## src/rtl/full_subtractor_pkg.sv

```systemverilog
`timescale 1ns/1ps
`default_nettype none
// ============================================================================
// Module   : full_subtractor_pkg
// Brief    : Shared width default and the one-bit borrow/difference slice.
// Revision : 1.0
// ============================================================================
package full_subtractor_pkg;

    localparam int FS_WIDTH_DEFAULT = 1;
    localparam int FS_WIDTH_MAX     = 64;

    typedef struct packed {
        logic bo;
        logic d;
    } fs_slice_t;

    function automatic fs_slice_t fs_slice(input logic a, input logic b, input logic bin);
        fs_slice_t r;
        r.d  = a ^ b ^ bin;
        r.bo = (~a & b) | (~(a ^ b) & bin);
        return r;
    endfunction

endpackage : full_subtractor_pkg

`default_nettype wire

```

## src/rtl/full_subtractor_if.sv

```systemverilog
`timescale 1ns/1ps
`default_nettype none
// ============================================================================
// Module   : full_subtractor_if
// Brief    : Operand/result bundle; master drives operands, slave returns results.
// Revision : 1.0
// ============================================================================
interface full_subtractor_if
    import full_subtractor_pkg::*;
#(
    parameter int WIDTH = FS_WIDTH_DEFAULT
);

    logic             in_valid;
    logic [WIDTH-1:0] a;
    logic [WIDTH-1:0] b;
    logic             cin;
    logic [WIDTH-1:0] diff;
    logic             bout;
    logic             ovf;
    logic             out_valid;

    modport master (
        output in_valid, a, b, cin,
        input  diff, bout, ovf, out_valid
    );

    modport slave (
        input  in_valid, a, b, cin,
        output diff, bout, ovf, out_valid
    );

endinterface : full_subtractor_if

`default_nettype wire

```

## src/rtl/full_sub_cell.sv

```systemverilog
`timescale 1ns/1ps
`default_nettype none
// ============================================================================
// Module   : full_sub_cell
// Brief    : One stage of the ripple-borrow chain.
// Revision : 1.0
// ============================================================================
module full_sub_cell
    import full_subtractor_pkg::*;
(
    input  wire logic a_i,
    input  wire logic b_i,
    input  wire logic bin_i,
    output logic      d_o,
    output logic      bo_o
);

    fs_slice_t w_slice;

    assign w_slice = fs_slice(a_i, b_i, bin_i);
    assign d_o     = w_slice.d;
    assign bo_o    = w_slice.bo;

endmodule : full_sub_cell

`default_nettype wire

```

## src/rtl/full_subtractor.sv

```systemverilog
`timescale 1ns/1ps
`default_nettype none
// ============================================================================
// Module   : full_subtractor
// Brief    : WIDTH-bit ripple-borrow subtractor with one output register stage.
// Revision : 1.0
// ============================================================================
module full_subtractor
    import full_subtractor_pkg::*;
#(
    parameter int WIDTH = FS_WIDTH_DEFAULT
)(
    input  wire logic         clk,
    input  wire logic         rst_n,
    full_subtractor_if.slave  bus
);

    logic [WIDTH:0]   w_br;
    logic [WIDTH-1:0] w_d;

    logic [WIDTH-1:0] diff_d,  diff_q;
    logic             bout_d,  bout_q;
    logic             ovf_d,   ovf_q;
    logic             valid_d, valid_q;

    assign w_br[0] = bus.cin;

    generate
        for (genvar gi = 0; gi < WIDTH; gi++) begin : g_cell
            full_sub_cell u_cell (
                .a_i   (bus.a[gi]),
                .b_i   (bus.b[gi]),
                .bin_i (w_br[gi]),
                .d_o   (w_d[gi]),
                .bo_o  (w_br[gi+1])
            );
        end
    endgenerate

    // Result registers hold their last value while no new operands arrive.
    always_comb begin
        diff_d  = diff_q;
        bout_d  = bout_q;
        ovf_d   = ovf_q;
        valid_d = bus.in_valid;
        if (bus.in_valid) begin
            diff_d = w_d;
            bout_d = w_br[WIDTH];
            ovf_d  = w_br[WIDTH] ^ w_br[WIDTH-1];
        end
    end

    always_ff @(posedge clk or negedge rst_n) begin
        if (!rst_n) begin
            diff_q  <= '0;
            bout_q  <= 1'b0;
            ovf_q   <= 1'b0;
            valid_q <= 1'b0;
        end else begin
            diff_q  <= diff_d;
            bout_q  <= bout_d;
            ovf_q   <= ovf_d;
            valid_q <= valid_d;
        end
    end

    assign bus.diff      = diff_q;
    assign bus.bout      = bout_q;
    assign bus.ovf       = ovf_q;
    assign bus.out_valid = valid_q;

endmodule : full_subtractor

`default_nettype wire

```

## src/flat_wrapper.sv

```systemverilog
// flat-port wrapper written by rule: the top's interface ports become plain ports
module full_subtractor_flat import full_subtractor_pkg::*;
#(
    parameter int WIDTH = FS_WIDTH_DEFAULT
)
  (clk, rst_n, bus_in_valid, bus_a, bus_b, bus_cin, bus_diff, bus_bout, bus_ovf, bus_out_valid);
  full_subtractor_if #(.WIDTH(WIDTH)) bus_i ();
  input  wire logic clk;
  input  wire logic rst_n;
  input wire logic [$bits(bus_i.in_valid)-1:0] bus_in_valid;
  input wire logic [$bits(bus_i.a)-1:0] bus_a;
  input wire logic [$bits(bus_i.b)-1:0] bus_b;
  input wire logic [$bits(bus_i.cin)-1:0] bus_cin;
  output wire logic [$bits(bus_i.diff)-1:0] bus_diff;
  output wire logic [$bits(bus_i.bout)-1:0] bus_bout;
  output wire logic [$bits(bus_i.ovf)-1:0] bus_ovf;
  output wire logic [$bits(bus_i.out_valid)-1:0] bus_out_valid;
  assign bus_i.in_valid = bus_in_valid;
  assign bus_i.a = bus_a;
  assign bus_i.b = bus_b;
  assign bus_i.cin = bus_cin;
  assign bus_diff = bus_i.diff;
  assign bus_bout = bus_i.bout;
  assign bus_ovf = bus_i.ovf;
  assign bus_out_valid = bus_i.out_valid;
  full_subtractor #(.WIDTH(WIDTH)) u_core (.clk(clk), .rst_n(rst_n), .bus(bus_i));
endmodule
```

## config.mk

```make
export PLATFORM = sky130hd
export DESIGN_NAME = full_subtractor_flat
export DESIGN_NICKNAME = d
export VERILOG_FILES = /design/src/rtl/full_subtractor_pkg.sv /design/src/rtl/full_subtractor_if.sv /design/src/rtl/full_sub_cell.sv /design/src/rtl/full_subtractor.sv /design/src/flat_wrapper.sv
export SDC_FILE = /design/constraint.sdc
export NUM_CORES = 1
export LEC_CHECK = 0
export CAP_MARGIN = 20
export CORE_AREA = 2 2 39 41
export CTS_BUF_LIST = sky130_fd_sc_hd__clkbuf_4
export DETAILED_ROUTE_END_ITERATION = 8
export DIE_AREA = 0 0 41 43
export PLACE_DENSITY = 0.35
export SYNTH_ARGS = -nofsm -noshare
export SYNTH_HDL_FRONTEND = slang
export SYNTH_SLANG_ARGS = --single-unit
```

## constraint.sdc

```tcl
create_clock -name clk -period 0.8 [get_ports clk]
set_input_delay 0.16 -clock clk [delete_from_list [all_inputs] [get_ports clk]]
set_output_delay 0.16 -clock clk [all_outputs]
set_load 0.01 [all_outputs]
```

== Word level (Yosys, flattened, before mapping) ==
Cells that the tools add are included.

* Add/subtract/negate cells: 0
* Multiply operators: 0
* Divide/modulo/power cells: 0
* $lt $le $gt $ge: 0
* Equal/unequal tests: 0
* Shift operators: 0
* Mux-type cells: 0
* Bitwise logic cells: 8
* Reductions and logical operators: 0

{| class="wikitable"
|+ Operators by type and width
! kind !! count
|-
| XOR 1 bit || 3
|-
| AND 1 bit || 2
|-
| NOT 1 bit || 2
|-
| bitwise OR 1 bit || 1
|}

* Flip-flop bits (word level): 4
* Latch bits: 0
* Bits in writable memories: 0
* ROM bits: 0
* Bits of input ports: 6
* Output and inout port bits: 4
* Memories: 0

== Logic depth before layout (Yosys ltp) ==
Gate-level depths: netlist of the first run.

* Depth after elaboration: 5
* Depth in mapped cells: 4

== By module ==
Synthesis of the first run repeated with hierarchy kept, for this count alone.

* Cell total of the unflattened synthesis: 13
* Area, all modules: 171.4 µm²

{| class="wikitable"
|+ Modules (own cells, without submodules)
! module !! times used !! cells an instance !! area an instance (µm²)
|-
| full_subtractor || 1 || 9 || 140.1
|-
| full_sub_cell || 1 || 4 || 31.3
|}

== Worst setup path before layout of the first run ==
Ideal clock, no wire load.

* Path type: input port to flip-flop
* From: input bus_b
* To: register u_core.ovf_q, in the netlist u_core.bus.ovf
* Library setup time: 0.125 ns
* Data arrival time: 1.009 ns
* Data required time: 0.675 ns
* Setup slack: -0.334 ns
* Cell stages on the path: 4
* Buffers on the path: 0
* Cells stage by stage: inv_1 -> fa_1 -> xnor2_1 -> mux2_4

* Longest elaborated chain between the ends: 5
* Elaborated cells between the ends (all ways): 6
* Classes of those cells: bitwise: 6

{| class="wikitable"
|+ RTL lines
! item !! line !! source
|-
| from (decl) || flat_wrapper.sv:12 || <nowiki>input wire logic [$bits(bus_i.b)-1:0] bus_b;</nowiki>
|-
| XOR 1 bit || full_subtractor_pkg.sv:21 || <nowiki>r.bo = (~a & b) | (~(a ^ b) & bin);</nowiki>
|-
| NOT 1 bit || full_subtractor_pkg.sv:21 ||
|-
| AND 1 bit || full_subtractor_pkg.sv:21 ||
|-
| bitwise OR 1 bit * || full_subtractor_pkg.sv:21 ||
|-
| XOR 1 bit * || full_subtractor.sv:49 || <nowiki>ovf_d = w_br[WIDTH] ^ w_br[WIDTH-1];</nowiki>
|-
| to (signal assigned) || full_subtractor.sv:62 || <nowiki>ovf_q <= ovf_d;</nowiki>
|-
| to (decl) || full_subtractor.sv:23 || <nowiki>logic ovf_d, ovf_q;</nowiki>
|}

Mark *: on every way between the ends. The rest lies on a longest branch, timed or not.
A chain may end at the register's enable or synchronous reset.

== Worst setup path after layout of the first run ==
* From: register u_core.diff_q, in the netlist u_core.bus.diff
* To: output bus_diff

{| class="wikitable"
|+ RTL lines
! item !! line !! source
|-
| from (decl) || full_subtractor.sv:21 || <nowiki>logic [WIDTH-1:0] diff_d, diff_q;</nowiki>
|-
| from (signal assigned) || full_subtractor.sv:60 || <nowiki>diff_q <= diff_d;</nowiki>
|-
| to (decl) || flat_wrapper.sv:14 || <nowiki>output wire logic [$bits(bus_i.diff)-1:0] bus_diff;</nowiki>
|}

No word-level cell between the ends.

==> impl_summary.txt, run 1 <==
----------------------------------------------------
[Status]
  Result of the run ... finished with violations
  Violated checks ... setup timing

[Detailed routing]
  Detailed-route wire length per cell ... roughly 8 um
  Remaining antenna violation count ... 0
  1st-iter DRT viols ... 1
  Remaining DRCs ... 0
  Number of iterations in the first detailed-routing pass ... 3
  Total length of routed wires ... roughly 370 um
  Via density ... ~3.3
  Vias post-DR ... around 150

[Power and ir drop]
  Register share of total power ... a little over a third
  Portion of total power attributed to the clock network ... between 30 and 40%
  Switching power of the nets ... about 0.00016 W
  Worst vdd rail ir drop ... 335 uV
  Comb power frac ... between 20% and 30%
  Leakage power figure ... ~0.18 nW
  Power density over cell area ... 1900 mW/mm^2
  Sw frac ... a little under a quarter
  Cell internal power dissipation ... about 0.00053 W

[STA]
  Slew headroom ... between 80 and 90%
  Hold Vio Cnt, Final ... 0
  Worst-Margin Slew ... between 150 and 200 ps
  Min cycle time layout ... around 900 ps
  Highest attainable clock frequency ... 1090 MHz
  Setup slack of the critical path after layout ... -121 ps
  Maximum clock skew at final layout ... 0 ps
  Final hold slack ... 125 ps
  Max-slew violation count ... 0
  Final period utilization ... 115%
  Total setup violations reported at the end of the flow ... 6
  Setup repair after global routing missed its margin ... true

[CTS]
  Clk sink count ... 4
  CTS HTree Levels ... 1
  Clock transition at the register clock pins on the worst setup and hold paths after CTS ... approximately 40 ps
  Root Driver ... sky130_fd_sc_hd__clkbuf_4
  CTS Buffer Depth ... 2
  Number of buffers created by CTS ... 3
  Worst-Skew Late Latency ... ~240 ps
  CTS Hold Bufs ... 0
  TritonCTS clock tree ... built

[Synth]
  Yosys cell types ... 8
  Mean post-synth cell area ... 14.3 um^2
  Largest area contributor in the synthesized netlist ... sky130_fd_sc_hd__dfrtp_1
  Top post-synthesis cells by area ... sky130_fd_sc_hd__dfrtp_1, sky130_fd_sc_hd__fa_1, sky130_fd_sc_hd__mux2_4
  Mapped Area ... ~170 um^2
  Total number of yosys warnings ... 0
  Gate count after technology mapping ... 12
  Post-synth net total ... 19
  Synth top area share ... a little under 60%
  Register area share after synthesis ... roughly 58%
  Post-synthesis register bit count ... 4

[Cells and area]
  Area of all placed cells without fillers ... 364 um^2
  Util after Layout ... a little over a quarter
  N_diodes ... 0
  Layout overhead on the synthesized area ... 112%
  Fraction of final layout cells with drive strength greater than 1 ... roughly 70%
  Number of nets in the layout ... 39

[Placed design]
  Port-buffer cells ... 9
  Total half-perimeter wirelength after legalization and detailed placement ... 273 um
  Cell area after placement ... about 340 um^2
  Last weighted congestion value of the routability-driven placer ... 0.560

[Floorplan]
  Core Area ... between 0.001 and 0.0015 mm^2
  Die width ... 41 um
  Initial Util ... between 10% and 20%
  Height of the die ... approximately 43 um
  Top Ports ... 10
  Site row count ... 14
  Overall die area ... 0.00176 mm^2

[Setup path]
  Worst endpoint required time ... 640 ps
  Top cell family by delay on the critical path ... flip-flops
  Crit Reg-Reg Startpoint ... u_core.bus.ovf
  Signal arrival time at the worst endpoint ... 760 ps
  Critical path's slowest cell ... sky130_fd_sc_hd__dfrtp_1
  Kind of end point of the critical path ... output port
  CP max FO ... 2
  Maximum cell stage delay along the critical path ... 380 ps
  Critical Path Start Type ... flip-flop
  Reg2Reg Setup Slack ... -70 ps
  RR Endpoint ... u_core.bus.ovf
  Cell chain of the critical path ... buf_2
  Type of the worst setup path ... reg -> out
  Depth of the worst register-to-register path ... 2
  Number of buffers and inverters on the critical path ... 1

[GRT]
  Antenna violations before repair ... 0
  Global routing usage summed across all routing layers ... ~5.4%
  Via count of the first global-routing pass ... between 150 and 200
  Global-route wire length before repair ... 552 um
  Total grt overflow ... 0
  Maximum number of pins on one net before global-route repair ... 5

[Job]
  Max-cap violations ... 0

[Min path]
  Min-Delay Path Class ... in -> async

----------------------------------------------------
==> kinds of logic (layout without fill, tap and decap cells) <==
group | after synthesis | after routing | synth area share, %
buf+inv | 2 | 20 | 4.38
flops | 4 | 4 | 58.4
fa+ha+maj | 1 | 1 | 11.7
simple gates | 1 | 1 | 2.19
compound gates | 1 | 1 | 2.92
mux | 2 | 2 | 15.3
xor+xnor | 1 | 1 | 5.11
==> what timing repair did <==
item                                    CTS  global route
endpoints found under the hold margin     0             0
resized for setup                        34             2
pin swaps                                 3             0
setup buffers                             2             0
endpoints found under the setup margin    7             6
==> metrics by stage <==
step	setup slack [ps]	setup TNS, ps	std cells	total power [W]
5_1_grt	-148	-717	46	0.000734
4_1_cts	-119	-586	46	0.000692
3_5_place_dp	-909	-3370	42	0.000456
3_3_place_gp	-909	-3350	42	0.000456
6_report	-121	-579	46	0.000691
2_1_floorplan	-229	-402	12	0.000314
==> Yosys cell counts, drive strengths merged <==
| master | count |
|---|---|
| xnor2 | 1 |
| dfrtp | 4 |
| inv | 2 |
| a21oi | 1 |
| mux2 | 2 |
| nor2 | 1 |
| fa | 1 |
==> area by class of cell <==
class,count,area (um^2)
Fill cell,145,1020
Inverter,2,22.5
Timing Repair Buffer,15,129
Clock buffer,3,22.5
Multi-Input combinational cell,6,70.1
Sequential cell,4,100
Tap cell,16,20.0
==> per-layer routing <==
layer,global-route usage (%),part of all wire (%)
met5,0,0
met4,10.0,6.2
met3,1.57,16
met2,7.19,41
met1,4.21,37
==> power groups by stage <==
| stage | sequential [W] | combinational, W | clock [W] |
|---|---|---|---|
| global route | 0.000249 | 0.000214 | 0.000271 |
| detailed placement | 0.000247 | 0.000209 | 0 |
| global placement | 0.000245 | 0.000211 | 0 |
| CTS | 0.000243 | 0.000190 | 0.000258 |
| finish | 0.000246 | 0.000195 | 0.000250 |
| floorplan | 0.000259 | 0.0000546 | 0 |
==> worst max-delay path by stage <==
stage,from,end,depth (start not counted)
final,u_core.bus.diff,bus_diff,1
after detailed placement,bus_b,u_core.bus.ovf,5
after floorplan,bus_a,u_core.bus.ovf,3
after global placement,bus_b,u_core.bus.ovf,5
after global routing,bus_cin,u_core.bus.ovf,5
after CTS,u_core.bus.ovf,bus_ovf,1
==> state kept, by name (all words and copies together), names as in the netlist <==
| name | count |
|---|---|
| u_core.bus.bout | 1 |
| u_core.bus.diff | 1 |
| u_core.bus.ovf | 1 |
| u_core.bus.out_valid | 1 |
==> layout by cell type, fill, tap and decap left out <==
cell type	synthesis	layout
sky130_fd_sc_hd__buf_6	0	2
sky130_fd_sc_hd__dfrtp_1	4	4
sky130_fd_sc_hd__buf_8	0	2
sky130_fd_sc_hd__a21oi_1	1	1
sky130_fd_sc_hd__buf_2	0	4
sky130_fd_sc_hd__mux2_4	1	2
sky130_fd_sc_hd__clkdlybuf4s50_1	0	1
sky130_fd_sc_hd__xnor2_1	1	1
sky130_fd_sc_hd__nor2_1	1	1
sky130_fd_sc_hd__buf_4	0	5
sky130_fd_sc_hd__inv_12	0	1
sky130_fd_sc_hd__fa_2	0	1
sky130_fd_sc_hd__clkbuf_4	0	3
sky130_fd_sc_hd__dlygate4sd2_1	0	1
sky130_fd_sc_hd__inv_4	0	1
(Power assumes the default switching activity.)
==> run 2, diff against run 1 <==
- RECOVER_POWER: unset -> 25
==> run 2 against run 1 <==
The flow still finishes with violations (setup timing). Flip-flop and latch count unchanged. Clock skew unchanged. Worst hold slack improved by 70 ps. Register-to-register slack hardly changed. Clock power about the same. Combinational power barely moved. Via count unchanged. Total power shrank 0.27%. Cell area unchanged. Routed wire length is 1.4% lower. Critical endpoint is now u_core.bus.ovf. Largest cell class unchanged.
==> impl_summary.txt, run 2 (synthesized netlist as in run 1, its figures left out) <==
----------------------------------------------------
[Detailed routing]
  Remaining antenna violation count ... 0
  Vias post-DR ... ~150
  1st-iter DRT viols ... 1
  Detailed-route wire length per cell ... 7.91 um
  Total length of routed wires ... approximately 360 um
  Number of iterations in the first detailed-routing pass ... 3
  Remaining DRCs ... 0
  Via density ... roughly 3.3

[Cells and area]
  Area used by multi-input combinational logic ... 70.1 um^2
  Most common library cell in the layout ignoring fill and taps ... sky130_fd_sc_hd__buf_4
  Number of fillers in the final layout ... 145
  Number of nets in the layout ... 39
  Most frequent cells in the layout ... sky130_fd_sc_hd__buf_4, sky130_fd_sc_hd__buf_2, sky130_fd_sc_hd__dfrtp_1, sky130_fd_sc_hd__clkbuf_4
  Util after Layout ... 26.3%
  N_diodes ... 0
  Register area ... 100 um^2
  Layout overhead on the synthesized area ... 112%
  Fraction of final layout cells with drive strength greater than 1 ... between 70% and 80%
  Number of cells in the finished layout apart from fillers ... 46

[Setup path]
  Type of the worst setup path ... in -> reg
  Critical Path Start Type ... input pin
  Signal arrival time at the worst endpoint ... ~1000 ps
  Worst endpoint required time ... 920 ps
  Kind of end point of the critical path ... flip-flop
  CP max FO ... 2

[Floorplan]
  Core Area ... 0.00138 mm^2
  Initial Util ... roughly an eighth
  Overall die area ... 0.00176 mm^2
  Height of the die ... roughly 43 um
  Top Ports ... 10
  Site row count ... 14
  Die width ... between 40 and 50 um

[Placed design]
  Port-buffer cells ... 9
  Last weighted congestion value of the routability-driven placer ... ~0.56
  Total half-perimeter wirelength after legalization and detailed placement ... 273 um
  Placed insts ... between 40 and 50
  Pre-CTS setup slack ... -909 ps

[Job]
  Max-cap violations ... 0

[STA]
  Min cycle time layout ... 916 ps
  Hold Vio Cnt, Final ... 0
  Total setup violations reported at the end of the flow ... 6
  Final period utilization ... 114%
  Highest attainable clock frequency ... roughly 1100 MHz
  Max-slew violation count ... 0
  Setup repair after global routing missed its margin ... true
  Worst-Margin Slew ... ~190 ps
  Setup slack of the critical path after layout ... -116 ps
  Maximum clock skew at final layout ... 0 ps
  Slew headroom ... about 87%
  Final total negative setup slack ... -568 ps

[CTS]
  CTS Hold Bufs ... 0
  Number of buffers created by CTS ... 3
  CTS Buffer Depth ... 2
  Root Driver ... sky130_fd_sc_hd__clkbuf_4
  Clock transition at the register clock pins on the worst setup and hold paths after CTS ... roughly 40 ps
  CTS HTree Levels ... 1
  Clk sink count ... 4
  TritonCTS clock tree ... built
  Worst-Skew Late Latency ... 240 ps

[Min path]
  Min-Delay Path Class ... in -> async

[GRT]
  Global-route wire length before repair ... 552 um
  Total grt overflow ... 0
  Global routing usage summed across all routing layers ... roughly 5.4%
  Maximum number of pins on one net before global-route repair ... 5
  Via count of the first global-routing pass ... 162
  Antenna violations before repair ... 0

[Status]
  Result of the run ... finished with violations
  Violated checks ... setup timing

[Power and ir drop]
  Leakage power figure ... around 0.18 nW
  Power density over cell area ... around 1900 mW/mm^2
  Worst vdd rail ir drop ... around 330 uV

----------------------------------------------------
## run 2: report_power, final
group | leakage (nW) | internal (W) | switching [W]
registers | 0.0462 | 0.000231 | 0.0000144
logic | 0.116 | 0.000129 | 0.0000652
clock network | 0.0138 | 0.000168 | 0.0000821
## run 2: cell type report
type	instances	area share (%)
Sequential cell	4	27.5
Timing Repair Buffer	15	35.4
Tap cell	16	5.50
Clock buffer	3	6.19
Inverter	2	6.19
Multi-Input combinational cell	6	19.2
## run 2: final timing paths
| path | from | to | slack (ps) | cells past startpoint |
|---|---|---|---|---|
| worst max-delay path | bus_cin | u_core.bus.ovf | -120 | 5 |
| worst min-delay path | rst_n | u_core.bus.diff | 200 | 1 |
| worst max register to register | u_core.bus.ovf | u_core.bus.ovf | -70 | 2 |
| min in group clk | bus_a | u_core.bus.diff | 360 | 3 |
| max in group asynchronous | rst_n | u_core.bus.out_valid | 440 | 1 |
| worst min register to register | u_core.bus.diff | u_core.bus.diff | 590 | 2 |
## run 2: per-layer routing
layer | global-route usage, % | vias to the layer above | part of all wire [%]
li1 | - | 73 | -
met5 | 0 | - | 0
met3 | 1.57 | 2 | 16
met2 | 7.19 | 11 | 42
met1 | 4.21 | 67 | 36
met4 | 10.0 | 0 | 6.3
## run 2: what timing repair did
item | CTS | global route
endpoints found under the setup margin | 7 | 6
gates cloned | 0 | 0
pin swaps | 3 | 0
gates resized for setup | 34 | 2
setup buffers | 2 | 0
## run 2: per-stage QoR
| step | hold WS, ps | area (um^2) | power (W) |
|---|---|---|---|
| after floorplan | -136 | 193 | 0.000314 |
| after global placement | 376 | 340 | 0.000456 |
| after detailed placement | 372 | 340 | 0.000456 |
| after CTS | 123 | 354 | 0.000692 |
| after global routing | 207 | 364 | 0.000733 |
| final | 195 | 364 | 0.000689 |
## run 2: critical path, cell delays in order
cell	delay [ps]
sky130_fd_sc_hd__buf_8	80
sky130_fd_sc_hd__inv_4	30
sky130_fd_sc_hd__fa_2	390
sky130_fd_sc_hd__xnor2_1	130
sky130_fd_sc_hd__mux2_4	250
